`src/rtl/hazard_scoreboard_if.sv`:
```
// Bundle of ID-stage, WB-stage and hazard-control signals between the
// pipeline (master) and the hazard scoreboard (slave).
interface hazard_scoreboard_if #(
   parameter int NUM_REGS = 32,
   parameter int REG_W    = 5,
   parameter int CNT_W    = 16
);
   logic                id_valid;
   logic [REG_W-1:0]    id_rs1;
   logic [REG_W-1:0]    id_rs2;
   logic                id_use_rs1;
   logic                id_use_rs2;
   logic [REG_W-1:0]    id_rd;
   logic                id_reg_write;
   logic                id_mem_read;
   logic                flush;
   logic                wb_valid;
   logic [REG_W-1:0]    wb_rd;
   logic                wb_reg_write;
   logic                stall;
   logic                id_ex_bubble;
   logic [NUM_REGS-1:0] pending_mask;
   logic [CNT_W-1:0]    stall_count;
   logic                sb_error;

   modport master (
      output id_valid, id_rs1, id_rs2, id_use_rs1, id_use_rs2, id_rd,
             id_reg_write, id_mem_read, flush, wb_valid, wb_rd, wb_reg_write,
      input  stall, id_ex_bubble, pending_mask, stall_count, sb_error
   );

   modport slave (
      input  id_valid, id_rs1, id_rs2, id_use_rs1, id_use_rs2, id_rd,
             id_reg_write, id_mem_read, flush, wb_valid, wb_rd, wb_reg_write,
      output stall, id_ex_bubble, pending_mask, stall_count, sb_error
   );
endinterface

```
`src/rtl/hazard_scoreboard.sv`:
```
// Producer-side hazard tracker: counts in-flight writers per register from
// issue to WB retirement, stalls on load-use hazards and on writer-count
// saturation, and reports a pending mask, stall-cycle count and sticky error.
module hazard_scoreboard #(
   parameter int NUM_REGS = 32,
   parameter int REG_W    = 5,
   parameter int CNT_W    = 16
) (
   input logic               clk,
   input logic               reset,
   hazard_scoreboard_if.slave bus
);

   // Per-register pending counters and error flags, gathered for lookup.
   logic [1:0]       w_cnt [NUM_REGS];
   logic [NUM_REGS-1:0] w_err;

   // Shadow of the instruction currently in EX.
   logic             r_ex_v;
   logic [REG_W-1:0] r_ex_rd;
   logic             r_ex_load;
   logic [CNT_W-1:0] r_stall_count;

   logic w_issue;
   logic w_wr_issue;
   logic w_retire;
   logic w_load_use;
   logic w_sat;
   logic w_stall;

   // A retirement of id_rd in the same cycle frees a slot, so a fourth
   // writer may then issue without overflowing the 2-bit counter.
   assign w_retire   = bus.wb_valid & bus.wb_reg_write & (bus.wb_rd != '0);
   assign w_load_use = r_ex_v & r_ex_load & (r_ex_rd != '0) & bus.id_valid &
                       ((bus.id_use_rs1 & (bus.id_rs1 == r_ex_rd)) |
                        (bus.id_use_rs2 & (bus.id_rs2 == r_ex_rd)));
   assign w_sat      = bus.id_reg_write & (bus.id_rd != '0) &
                       (w_cnt[bus.id_rd] == 2'd3) &
                       ~(w_retire & (bus.wb_rd == bus.id_rd));
   // Flush always wins over a hazard: the squashed instruction never issues.
   assign w_stall    = bus.id_valid & ~bus.flush & (w_load_use | w_sat);
   assign w_issue    = bus.id_valid & ~bus.flush & ~w_stall;
   assign w_wr_issue = w_issue & bus.id_reg_write & (bus.id_rd != '0);

   assign bus.stall        = w_stall;
   assign bus.id_ex_bubble = w_stall | bus.flush;
   assign bus.stall_count  = r_stall_count;
   assign bus.sb_error     = |w_err;

   generate
      for (genvar gi = 0; gi < NUM_REGS; gi++) begin : g_reg
         if (gi == 0) begin : g_x0
            assign w_cnt[gi]            = 2'd0;
            assign w_err[gi]            = 1'b0;
            assign bus.pending_mask[gi] = 1'b0;
         end else begin : g_rx
            logic [1:0] r_cnt;
            logic       r_err;
            logic       w_inc;
            logic       w_dec;

            assign w_inc = w_wr_issue & (bus.id_rd == REG_W'(gi));
            assign w_dec = w_retire & (bus.wb_rd == REG_W'(gi));

            // Track in-flight writers of this register; flag retires with none pending.
            always_ff @(posedge clk or posedge reset) begin
               if (reset) begin
                  r_cnt <= 2'd0;
                  r_err <= 1'b0;
               end else begin
                  if (w_dec && (r_cnt == 2'd0))
                     r_err <= 1'b1;
                  if (w_inc && !w_dec)
                     r_cnt <= r_cnt + 2'd1;
                  else if (w_dec && !w_inc && (r_cnt != 2'd0))
                     r_cnt <= r_cnt - 2'd1;
               end
            end

            assign w_cnt[gi]            = r_cnt;
            assign w_err[gi]            = r_err;
            assign bus.pending_mask[gi] = (r_cnt != 2'd0);
         end
      end
   endgenerate

   // Capture the issuing instruction into the EX shadow; bubbles clear it.
   always_ff @(posedge clk or posedge reset) begin
      if (reset) begin
         r_ex_v    <= 1'b0;
         r_ex_rd   <= '0;
         r_ex_load <= 1'b0;
      end else if (w_issue) begin
         r_ex_v    <= 1'b1;
         r_ex_rd   <= bus.id_rd;
         r_ex_load <= bus.id_mem_read & bus.id_reg_write;
      end else begin
         r_ex_v    <= 1'b0;
      end
   end

   // Count stall cycles, holding at all-ones.
   always_ff @(posedge clk or posedge reset) begin
      if (reset)
         r_stall_count <= '0;
      else if (w_stall && !(&r_stall_count))
         r_stall_count <= r_stall_count + CNT_W'(1);
   end

endmodule
```
`src/flat_wrapper.sv`:
```
// flat-port wrapper written by rule: the top's interface ports become plain ports
module hazard_scoreboard_flat 
#(
   parameter int NUM_REGS = 32,
   parameter int REG_W    = 5,
   parameter int CNT_W    = 16
)
  (clk, reset, bus_id_valid, bus_id_rs1, bus_id_rs2, bus_id_use_rs1, bus_id_use_rs2, bus_id_rd, bus_id_reg_write, bus_id_mem_read, bus_flush, bus_wb_valid, bus_wb_rd, bus_wb_reg_write, bus_stall, bus_id_ex_bubble, bus_pending_mask, bus_stall_count, bus_sb_error);
  hazard_scoreboard_if #(.NUM_REGS(NUM_REGS), .REG_W(REG_W), .CNT_W(CNT_W)) bus_i ();
  input logic clk;
  input logic reset;
  input wire logic [$bits(bus_i.id_valid)-1:0] bus_id_valid;
  input wire logic [$bits(bus_i.id_rs1)-1:0] bus_id_rs1;
  input wire logic [$bits(bus_i.id_rs2)-1:0] bus_id_rs2;
  input wire logic [$bits(bus_i.id_use_rs1)-1:0] bus_id_use_rs1;
  input wire logic [$bits(bus_i.id_use_rs2)-1:0] bus_id_use_rs2;
  input wire logic [$bits(bus_i.id_rd)-1:0] bus_id_rd;
  input wire logic [$bits(bus_i.id_reg_write)-1:0] bus_id_reg_write;
  input wire logic [$bits(bus_i.id_mem_read)-1:0] bus_id_mem_read;
  input wire logic [$bits(bus_i.flush)-1:0] bus_flush;
  input wire logic [$bits(bus_i.wb_valid)-1:0] bus_wb_valid;
  input wire logic [$bits(bus_i.wb_rd)-1:0] bus_wb_rd;
  input wire logic [$bits(bus_i.wb_reg_write)-1:0] bus_wb_reg_write;
  output wire logic [$bits(bus_i.stall)-1:0] bus_stall;
  output wire logic [$bits(bus_i.id_ex_bubble)-1:0] bus_id_ex_bubble;
  output wire logic [$bits(bus_i.pending_mask)-1:0] bus_pending_mask;
  output wire logic [$bits(bus_i.stall_count)-1:0] bus_stall_count;
  output wire logic [$bits(bus_i.sb_error)-1:0] bus_sb_error;
  assign bus_i.id_valid = bus_id_valid;
  assign bus_i.id_rs1 = bus_id_rs1;
  assign bus_i.id_rs2 = bus_id_rs2;
  assign bus_i.id_use_rs1 = bus_id_use_rs1;
  assign bus_i.id_use_rs2 = bus_id_use_rs2;
  assign bus_i.id_rd = bus_id_rd;
  assign bus_i.id_reg_write = bus_id_reg_write;
  assign bus_i.id_mem_read = bus_id_mem_read;
  assign bus_i.flush = bus_flush;
  assign bus_i.wb_valid = bus_wb_valid;
  assign bus_i.wb_rd = bus_wb_rd;
  assign bus_i.wb_reg_write = bus_wb_reg_write;
  assign bus_stall = bus_i.stall;
  assign bus_id_ex_bubble = bus_i.id_ex_bubble;
  assign bus_pending_mask = bus_i.pending_mask;
  assign bus_stall_count = bus_i.stall_count;
  assign bus_sb_error = bus_i.sb_error;
  hazard_scoreboard #(.NUM_REGS(NUM_REGS), .REG_W(REG_W), .CNT_W(CNT_W)) u_core (.clk(clk), .reset(reset), .bus(bus_i));
endmodule
```
`config.mk`:
```
export PLATFORM = sky130hd
export DESIGN_NAME = hazard_scoreboard_flat
export DESIGN_NICKNAME = d
export VERILOG_FILES = /design/src/rtl/hazard_scoreboard_if.sv /design/src/rtl/hazard_scoreboard.sv /design/src/flat_wrapper.sv
export SDC_FILE = /design/constraint.sdc
export NUM_CORES = 1
export LEC_CHECK = 0
export CORE_UTILIZATION = 45
export DETAILED_ROUTE_END_ITERATION = 6
export GPL_ROUTABILITY_DRIVEN = 0
export GPL_TIMING_DRIVEN = 0
export PLACE_DENSITY = 0.66
export SLEW_MARGIN = 10
export SYNTH_ARGS = -nofsm -noshare
export SYNTH_HDL_FRONTEND = slang
export SYNTH_SLANG_ARGS = --single-unit
export TNS_END_PERCENT = 30
```
`constraint.sdc`:
```
create_clock -name clk -period 5.08 [get_ports clk]
set_clock_uncertainty 0.2 [all_clocks]
set_input_delay 1.016 -clock clk [delete_from_list [all_inputs] [get_ports clk]]
set_output_delay 1.016 -clock clk [all_outputs]
set_load 0.05 [all_outputs]
```
==> run metrics, run 1 <==
top cell type's share of synthesized area a little over two fifths; CP Buf/Inv Count 5; crit path max fanout 10; DR iter-0 viols between 400 and 500; most frequent cells in the layout dfrtp_1, clkdlybuf4s50_1, nand2_1; max_slew headroom between 40% and 50%; EDFF count, synth 0; Lkg Pwr 3.88 nW; fin crit share 100%; Crit path arrival time 3.87 ns; # port buffers 72; Fin Setup TNS -0.00103 ns; slowest cell delay on critical path 0.53 ns; via count 6462; total grt overflow 0; # diodes 0; PwrDens 331 mW/mm^2; area leader, netlist dfrtp_1; antenna viol nets, final 0; Syn Inst Count 767; clk sink count 116; clk_lat worst skew 0.42 ns; crit path time final 5.08 ns; global-route usage over all layers roughly 27%; CP top delay family buffers and inverters; final setup violation count 1; HP Class flop to flop; area of the core 0.0148 sq mm; violated checks setup timing; TritonCTS clock tree built; critical path class input port to output port; Via density 6.11; Worst R2R Setup Slack approximately 1.6 ns; clock slew at reported path FFs 0.06 ns; Longest Clk Path Bufs 2; height of the die 126 um; drt wl/cell 19.9 um; Site Rows 44; slowest CP cell clkdlybuf4s50_1; Layout Nets about 900; VDD IR max 0.000227 V; Die X between 100 and 150 um; R2R depth 9; Tightest Pin Transition 0.834 ns; area post-placement between 0.007 and 0.008 sq mm; #FFs+latches synth between 100 and 150; Seq/Total Area, Yosys 42.0%; DR DRC count 0; initial core utilization 46.9%; Post-Syn Area 0.00692 sq mm; vias in the first global route between 6000 and 7000; first-pass GRT wire length approximately 33000 um; CP Launch Type input port; Max Slew Vio Count 0; Critical R2R Capture u_core.g_reg[29].g_rx.r_cnt[0]$_DFFE_PP0P_; Max-Cap Viols 0; DIE AREA 0.0159 sq mm; CP Data Required Time between 3 and 4 ns; WHS 0.253 ns; largest net degree at the start of global routing 70; Routed WL 21100 um; final setup margin -0.00103 ns; post-synth net total between 700 and 800; most used cell, CP buf_6; Hold Startpoint u_core.g_reg[26].g_rx.r_err$_DFFE_PP0P_; # fillers 1315; Post-DP HPWL 15600 um; library cells used by synthesis 61; Max Fclk 0.197 GHz; syn_area_per_cell about 9 sq um; reg2reg start u_core.g_reg[13].g_rx.r_cnt[1]$_DFFE_PP0P_; Hold Path Cell Cnt 2; Max H-tree Level 4; CTS Buf Count 17; worst hold path endpoint u_core.g_reg[26].g_rx.r_err$_DFFE_PP0P_; hold_buf cts 0; RSZ-0062 raised after global routing true; Worst Setup End Kind output port; final hold violations 0; most common cell after layout, fill and taps aside dfrtp_1; area grow syn2layout 23.2%; status complete, but fails checks; Detailed Routing Iterations Pass 1 5; crit path from bus_id_rd[1]; fraction of registers with async set/reset 100%; Synth Warn # 0; final instance area about 0.0085 sq mm; initial antenna violation count 0; main flop type after synthesis dfrtp_1; worst path cell trace clkdlybuf4s50_1 > buf_6 > buf_6 > mux2i_1 > o22ai_1 > o211ai_1 > a21oi_1 > o31ai_4 > buf_6 > a21oi_1 > or2_2 > buf_2; share of layout cells above drive strength 1 12.1%; clk root buf clkbuf_16; io pins 81; largest cells by area after synthesis dfrtp_1, nand2_1, nor2_1
-- flip-flops by register name (all words and copies together), names as in the netlist --
| register | cells |
|---|---|
| u_core.r_ex_load | 1 |
| u_core.g.g_rx.r_cnt | 62 |
| u_core.g.g_rx.r_err | 31 |
| u_core.r_ex_rd | 5 |
| u_core.r_ex_v | 1 |
| u_core.bus.stall_count | 16 |
-- cell type report --
type	instances	area, sq um	share of cell area (%)
multi-input combinational	584	3740	43.9
buffer	34	175	2.06
inverter	33	129	1.51
timing repair buffer	75	753	8.84
tap	184	230	2.70
sequential	116	2900	34.1
clock inverter	14	154	1.81
clock buffer	18	439	5.15
-- report_power, final --
group	switching [W]	internal, W
registers	0.0000887	0.000998
logic	0.000336	0.000206
clock network	0.000456	0.000738
-- synth_stat cells, types with 11 or more instances --
cell type	number
dfrtp_1	116
nand2_1	69
nor2_1	64
nand3_1	39
or2_2	34
inv_1	32
xnor2_1	26
o21ai_0	25
o31ai_1	24
nor3_1	23
nand4_1	22
o22a_1	21
xor2_1	21
a21boi_0	18
clkbuf_1	17
a21oi_1	15
and3_1	15
mux2i_1	14
nor2b_1	12
o21bai_1	12
mux2_2	11
-- worst reg2reg max path, stage by stage, from the launching register on --
cell      delay (ns)
dfrtp_1         0.42
mux2_4          0.28
mux4_2          0.48
and3_1          0.26
o31ai_4         0.34
buf_4           0.21
clkbuf_1        0.50
a31oi_1         0.27
a211oi_1        0.32
nor2_1          0.07
-- cells by family (layout without fill, tap and decap cells) --
family,Yosys count,in the layout,synth area share (%)
AO/OA/AOI/OAI,165,165,16.9
XOR/XNOR,47,47,5.95
buffers and inverters,67,174,4.23
other,1,1,0.0542
multiplexers,31,31,5.28
adder cells (fa/ha/maj),1,1,0.181
AND/OR/NAND/NOR,339,339,25.4
flip-flops,116,116,42.0
-- what timing repair did --
item / in CTS / in global routing
setup endpoints to repair: 2 / 2
pin swaps: 2 / 2
buffers inserted: 2 / 0
resized for setup: 10 / 2
gates cloned: 0 / 0
-- how the worst max path moves through the flow --
stage                                  end  slack, ns  depth (start not counted)
after detailed placement  bus_id_ex_bubble      -1.18                         12
final                     bus_id_ex_bubble     -0.001                         12
after global routing      bus_id_ex_bubble      -0.08                         12
after floorplan           bus_id_ex_bubble       0.31                         10
after global placement    bus_id_ex_bubble      -1.20                         12
after CTS                        bus_stall      0.003                         10
-- layer usage --
metal / vias up / GRT usage [%] / wire length, um
met5: - / 0 / 0
met4: 0 / 12.1 / 763
met3: 60 / 8.24 / 1840
met2: 286 / 42.1 / 9490
met1: 3164 / 35.9 / 9010
li1: 2952 / - / -
-- through the flow --
stage               total power [W]  cells  utilization, %  setup WS (ns)
finish                      0.00282   1058            57.7       -0.00103
global route                0.00293   1058            57.7        -0.0832
CTS                         0.00284   1058            57.8        0.00314
detailed placement          0.00164   1024            53.6          -1.18
global placement            0.00162   1023            53.3          -1.20
floorplan                   0.00144    767               -          0.306
No activity file was read; power rests on OpenSTA's default activity.
==> run 2: changes to the inputs <==
==> constraint.sdc (replaced) <==
create_clock -name clk -period 5.83 [get_ports clk]
set_clock_uncertainty 0.2 [all_clocks]
set_input_delay 0.583 -clock clk [delete_from_list [all_inputs] [get_ports clk]]
set_output_delay 0.583 -clock clk [all_outputs]
set_load 0.05 [all_outputs]
==> run 2 against run 1 <==
- the run ends with DRC left
- first-iteration DRC count grew 19%
- via count is 1.2% lower
- combinational power decreased by 13%
- non-clock buffer count down 2
- setup slack better by 0.31 ns
- power fell by 13%
- final area down 0.29%
- critical path depth did not move
- clock-buffer cell count unchanged
- wire length decreased by 0.50%
- register-to-register slack gained 0.36 ns
- largest power group unchanged
==> run metrics, run 2 (synthesis gave the netlist of run 1 again) <==
Post-CTS Resized 0 (-10); status complete, but fails checks; Via density 6.05 (-0.97%); most frequent cells in the layout dfrtp_1, clkdlybuf4s50_1, nand2_1; drt wl/cell 19.9 um (-0.31%); DR DRC count 3 (+3); final setup violation count 0 (-1); violated checks DRC; clock slew at reported path FFs 0.06 ns (about the same); placed insts 1024 (unchanged); area grow syn2layout 22.8%; CTS Buf Count 17 (unchanged); Site Rows 44 (unchanged); fin crit share between 90% and 100%; Fin Setup TNS 0 ns (+0.00103 ns); vias in the first global route 6339 (-0.86%); Detailed Routing Iterations Pass 1 7 (+2); clk_lat worst skew 0.43 ns (about the same); max_slew headroom 39.4% (-5.0 points); CP top delay family buffers and inverters; io pins 81 (unchanged); Max Fclk 0.181 GHz; slowest CP cell o31ai_1; initial antenna violation count 0 (unchanged); RSZ-0062 raised after global routing false; Max-Cap Viols 0 (unchanged); DR iter-0 viols 540 (+19%); Max Slew Vio Count 0 (unchanged); Tightest Pin Transition 0.901 ns (+0.0670 ns); TritonCTS clock tree built; via count 6387 (-1.2%); Worst R2R Setup Slack 1.99 ns (+0.36 ns); height of the die 126 um (unchanged); crit path time final roughly 5.5 ns; postcts setup bufs 0 (-2); CP Data Required Time 5.05 ns (+1.19 ns); Max H-tree Level 4 (unchanged); antenna viol nets, final 0 (unchanged); initial core utilization 46.9% (unchanged); largest net degree at the start of global routing 70 (unchanged); worst path cell trace clkdlybuf4s50_1 > buf_6 > buf_6 > mux2i_1 > o22ai_1 > o211ai_1 > o211ai_1 > o31ai_1 > buf_2 > a21oi_1 > or2_2 > clkdlybuf4s50_1; final hold violations 0 (unchanged); DIE AREA 0.0159 sq mm (unchanged); Crit path arrival time 4.74 ns (+0.87 ns); Die X 126 um (unchanged); total power 0.00246 W (-13%); clk sink count 116 (unchanged); VDD IR max 0.000199 V (-12%); # port buffers 72 (unchanged); Longest Clk Path Bufs 2 (unchanged); HP Class flop to flop; PwrDens 289 mW/mm^2 (-13%); Worst Setup End Kind output port; Routed WL 21000 um (-0.50%); non-filler cells, final 1056 (-0.19%); Largest register FFs 62 (unchanged); Lkg Pwr 3.87 nW (-0.33%); total grt overflow 0 (unchanged); global-route usage over all layers 27.3% (-0.14 points); Layout Nets 890 (-0.22%); register with the most flip-flops u_core.g.g_rx.r_cnt; most common cell after layout, fill and taps aside dfrtp_1; slowest cell delay on critical path 0.79 ns (+0.26 ns); CP Buf/Inv Count 5 (unchanged); Post-DP HPWL 15600 um (unchanged); clk root buf clkbuf_16; hold_buf cts 0 (unchanged); # diodes 0 (unchanged); share of layout cells above drive strength 1 11.6% (-0.55 points); CP Launch Type input port; first-pass GRT wire length 33200 um (-0.64%); critical path class input port to output port; crit path max fanout 10 (unchanged); area of the core 0.0148 sq mm (unchanged)
-- run 2: changes by cell type in the layout (fill, tap and decap cells not counted) --
cell             change
clkdlybuf4s50_1      +2
clkbuf_2             -1
o31ai_1              +1
buf_4                -2
buf_6                -1
o31ai_4              -1
-- run 2: final timing paths --
kind / from / to / cells after the start
max reg2reg: u_core.g_reg[13].g_rx.r_cnt[1]$_DFFE_PP0P_ / u_core.g_reg[16].g_rx.r_cnt[1]$_DFFE_PP0P_ / 9
min: u_core.g_reg[26].g_rx.r_err$_DFFE_PP0P_ / u_core.g_reg[26].g_rx.r_err$_DFFE_PP0P_ / 2
min in group asynchronous: reset / u_core.g_reg[5].g_rx.r_cnt[0]$_DFFE_PP0P_ / 2
max: bus_id_rd[1] / bus_id_ex_bubble / 12
max in group asynchronous: reset / u_core.bus.stall_count[4]$_DFFE_PP0P_ / 3
min reg2reg: u_core.g_reg[26].g_rx.r_err$_DFFE_PP0P_ / u_core.g_reg[26].g_rx.r_err$_DFFE_PP0P_ / 2
-- run 2: cell type report --
class / count / area [sq um]
inverter: 33 / 129
timing repair buffer: 73 / 748
buffer: 34 / 169
clock buffer: 18 / 439
multi-input combinational: 584 / 3720
sequential: 116 / 2900
fill: 1316 / 6260
tap: 184 / 230
clock inverter: 14 / 154
-- run 2: power by group --
part / total (W) / leakage, nW / switching [W] / internal, W
registers: 0.000946 / 1.43 / 0.0000765 / 0.000869
logic: 0.000470 / 2.15 / 0.000291 / 0.000179
clock network: 0.00104 / 0.283 / 0.000399 / 0.000643
-- run 2: worst register-to-register path: cells and delay by family, from the launching register on --
family	cells	cell delay (ns)
buf+inv	2	0.78
simple gates	3	0.70
compound gates	2	0.94
flops	1	0.42
mux	2	0.75
-- run 2: per-stage QoR --
| step | setup WS (ns) | cell area, sq um | utilization, % | hold slack [ns] |
|---|---|---|---|---|
| 4_1_cts | 0.428 | 8490 | 57.6 | 0.255 |
| 6_report | 0.309 | 8490 | 57.6 | 0.253 |
| 5_1_grt | 0.242 | 8490 | 57.6 | 0.283 |
| 2_1_floorplan | 1.92 | 6920 | - | 0.224 |
| 3_5_place_dp | 0.437 | 7900 | 53.6 | 0.242 |
| 3_3_place_gp | 0.239 | 7870 | 53.3 | 0.238 |
-- run 2: metal layers --
metal  vias to the layer above  routed length [um]  GRT usage (%)
li1                       2954                   -              -
met2                       268                9440           41.6
met5                         -                   0              0
met3                        58                1770           8.41
met1                      3107                9080           35.7
met4                         0                 714           12.5
==> run 3: changes to the inputs <==
--- a/config.mk
+++ b/config.mk
@@ -5,11 +5,11 @@
 export SDC_FILE = /design/constraint.sdc
 export NUM_CORES = 1
 export LEC_CHECK = 0
-export CORE_UTILIZATION = 45
+export CORE_UTILIZATION = 57
 export DETAILED_ROUTE_END_ITERATION = 6
 export GPL_ROUTABILITY_DRIVEN = 0
 export GPL_TIMING_DRIVEN = 0
-export PLACE_DENSITY = 0.66
+export PLACE_DENSITY = 0.81
 export SLEW_MARGIN = 10
 export SYNTH_ARGS = -nofsm -noshare
 export SYNTH_HDL_FRONTEND = slang
==> run 3 against run 2 <==
- the run still ends with DRC left
- combinational power up 0.9%
- sequential share of layout area rose by 0.22 points
- register-to-register slack improved by 0.12 ns
- non-clock buffer count unchanged
- critical path depth stayed put
- largest cell class unchanged
==> run metrics, run 3 (synthesis gave the netlist of run 1 again) <==
clk root buf clkbuf_16; uppermost layer routed met4; VDD IR max 0.000327 V (+64%); RSZ-0062 raised after global routing false; Max Fclk 0.184 GHz (+1.3%); area of the core 0.0116 sq mm (-21%); fin crit share 93.5% (-1.2 points); critical path class input port to output port; most common cell after layout, fill and taps aside dfrtp_1; area grow syn2layout 22.0%; CP Data Required Time 5.05 ns (about the same); Switching Fraction 30.3% (-0.89 points); Tightest Pin Transition 0.780 ns (-0.121 ns); share of layout cells above drive strength 1 11.4% (-0.23 points); Worst Setup End Kind output port; vias in the first global route 6614 (+4.3%); register with the most flip-flops u_core.g.g_rx.r_cnt; TritonCTS clock tree built; Crit path arrival time 4.67 ns (-0.07 ns); status complete, but fails checks; final hold violations 0 (unchanged); postcts setup bufs 0 (unchanged); PwrDens 292 mW/mm^2 (+0.94%); Site Rows 39 (-11%); Die X 112 um (-11%); DR WL met2 9760 um (+3.4%); non-filler cells, final 1015 (-3.9%); height of the die 112 um (-11%); drt wl/cell 20.8 um (+4.8%); CP Launch Type input port; Internal 0.00172 W (+1.6%); initial antenna violation count 0 (unchanged); WL met3 2280 um (+29%); via count 6650 (+4.1%); Max H-tree Level 4 (unchanged); Routed WL 21100 um (+0.70%); slowest cell delay on critical path 0.70 ns (-0.09 ns); Hold Startpoint u_core.g_reg[8].g_rx.r_err$_DFFE_PP0P_; Largest register FFs 62 (unchanged); Post-CTS Resized 0 (unchanged); DR iter-0 viols 845 (+56%); wire length on met1 8270 um (-8.9%); area post-placement 0.00785 sq mm (-0.65%); reg2reg start u_core.g_reg[15].g_rx.r_cnt[1]$_DFFE_PP0P_; clk_lat worst skew 0.43 ns (about the same); # fillers 874 (-34%); DR DRC count 4 (+1); violated checks DRC; total power 0.00246 W (+0.28%); Lkg Pwr 3.88 nW (+0.25%); Via density 6.55 (+8.3%); Max Slew Vio Count 0 (unchanged); WHS 0.269 ns (+0.0163 ns); # port buffers 72 (unchanged); crit path max fanout 10 (unchanged); # diodes 0 (unchanged); io pins 81 (unchanged); Detailed Routing Iterations Pass 1 7 (unchanged); Seq pwr share 38.5% (about the same); first-pass GRT wire length 33900 um (+2.1%); global-route usage over all layers 35.3% (+8.0 points); CTS Buf Count 17 (unchanged); Comb power frac 19.2% (about the same); switching pwr 0.000747 W (-2.6%); worst path cell trace clkdlybuf4s50_1 > buf_6 > buf_6 > mux2i_1 > o22ai_1 > o211ai_1 > o211ai_1 > o31ai_1 > buf_2 > a21oi_1 > or2_2 > clkdlybuf4s50_1; max_slew headroom 47.6% (+8.2 points); Layout Nets 890 (unchanged); placed insts 983 (-4.0%); most frequent cells in the layout dfrtp_1, clkdlybuf4s50_1, nand2_1; total grt overflow 0 (unchanged); antenna viol nets, final 0 (unchanged); HP Class flop to flop; hold_buf cts 0 (unchanged); crit path time final 5.45 ns (-0.0724 ns); final instance area 0.00844 sq mm (-0.65%); clk sink count 116 (unchanged); crit path from bus_id_rd[1]; clock slew at reported path FFs 0.05 ns (about the same); Post-DP HPWL 14900 um (-4.5%); initial core utilization 59.6% (+13 points); Clk pwr share 42.3% (about the same); largest net degree at the start of global routing 69 (-1.4%); final setup violation count 0 (unchanged); DIE AREA 0.0126 sq mm (-21%); Fin Setup TNS 0 ns (unchanged); slowest CP cell o31ai_1; Max-Cap Viols 0 (unchanged); Longest Clk Path Bufs 2 (unchanged)
==> run 3: layout make-up <==
cell class              instances  area (sq um)  area share (%)
flip-flops and latches        116          2900            34.4
multi-input cells             584          3720            44.1
clock inverters                 9           101            1.20
repair buffers                 73           748            8.87
clock buffers                  23           488            5.78
plain buffers                  34           169            2.00
well taps                     143           179            2.12
inverters                      33           129            1.53
==> run 3: critical path, delay by kind of cell <==
| kind | cells | cell delay, ns |
|---|---|---|
| buffers and inverters | 5 | 1.98 |
| multiplexers | 1 | 0.25 |
| AND/OR/NAND/NOR | 1 | 0.32 |
| AO/OA/AOI/OAI | 5 | 1.52 |
==> run 3: per-layer routing <==
layer / GRT usage, % / vias up
li1: - / 2945
met5: 0 / -
met4: 17.4 / 0
met1: 44.2 / 3176
met2: 55.5 / 440
met3: 11.3 / 89
==> run 3: through the flow <==
stage,utilization [%],setup WS (ns)
finish,72.7,0.381
global placement,67.3,0.398
CTS,72.7,0.531
detailed placement,67.6,0.556
global route,72.7,0.326
floorplan,-,1.92
==> run 3: worst paths after layout <==
check                      cells past startpoint                                    endpoint  slack [ns]
setup reg to reg                               9   u_core.g_reg[8].g_rx.r_cnt[1]$_DFFE_PP0P_        2.11
hold / removal                                 2      u_core.g_reg[8].g_rx.r_err$_DFFE_PP0P_        0.27
hold reg to reg                                2      u_core.g_reg[8].g_rx.r_err$_DFFE_PP0P_        0.27
max in group asynchronous                      3  u_core.g_reg[26].g_rx.r_cnt[1]$_DFFE_PP0P_        4.37
min in group asynchronous                      2  u_core.g_reg[20].g_rx.r_cnt[1]$_DFFE_PP0P_        0.37
setup / recovery                              12                            bus_id_ex_bubble        0.38
==> run 3: power by group through the flow <==
| stage | logic, W | clock network (W) | registers [W] |
|---|---|---|---|
| CTS | 0.000471 | 0.00105 | 0.000945 |
| detailed placement | 0.000467 | 0 | 0.000956 |
| finish | 0.000474 | 0.00104 | 0.000948 |
| global placement | 0.000452 | 0 | 0.000950 |
| global route | 0.000500 | 0.00108 | 0.000957 |
| floorplan | 0.000286 | 0 | 0.000970 |
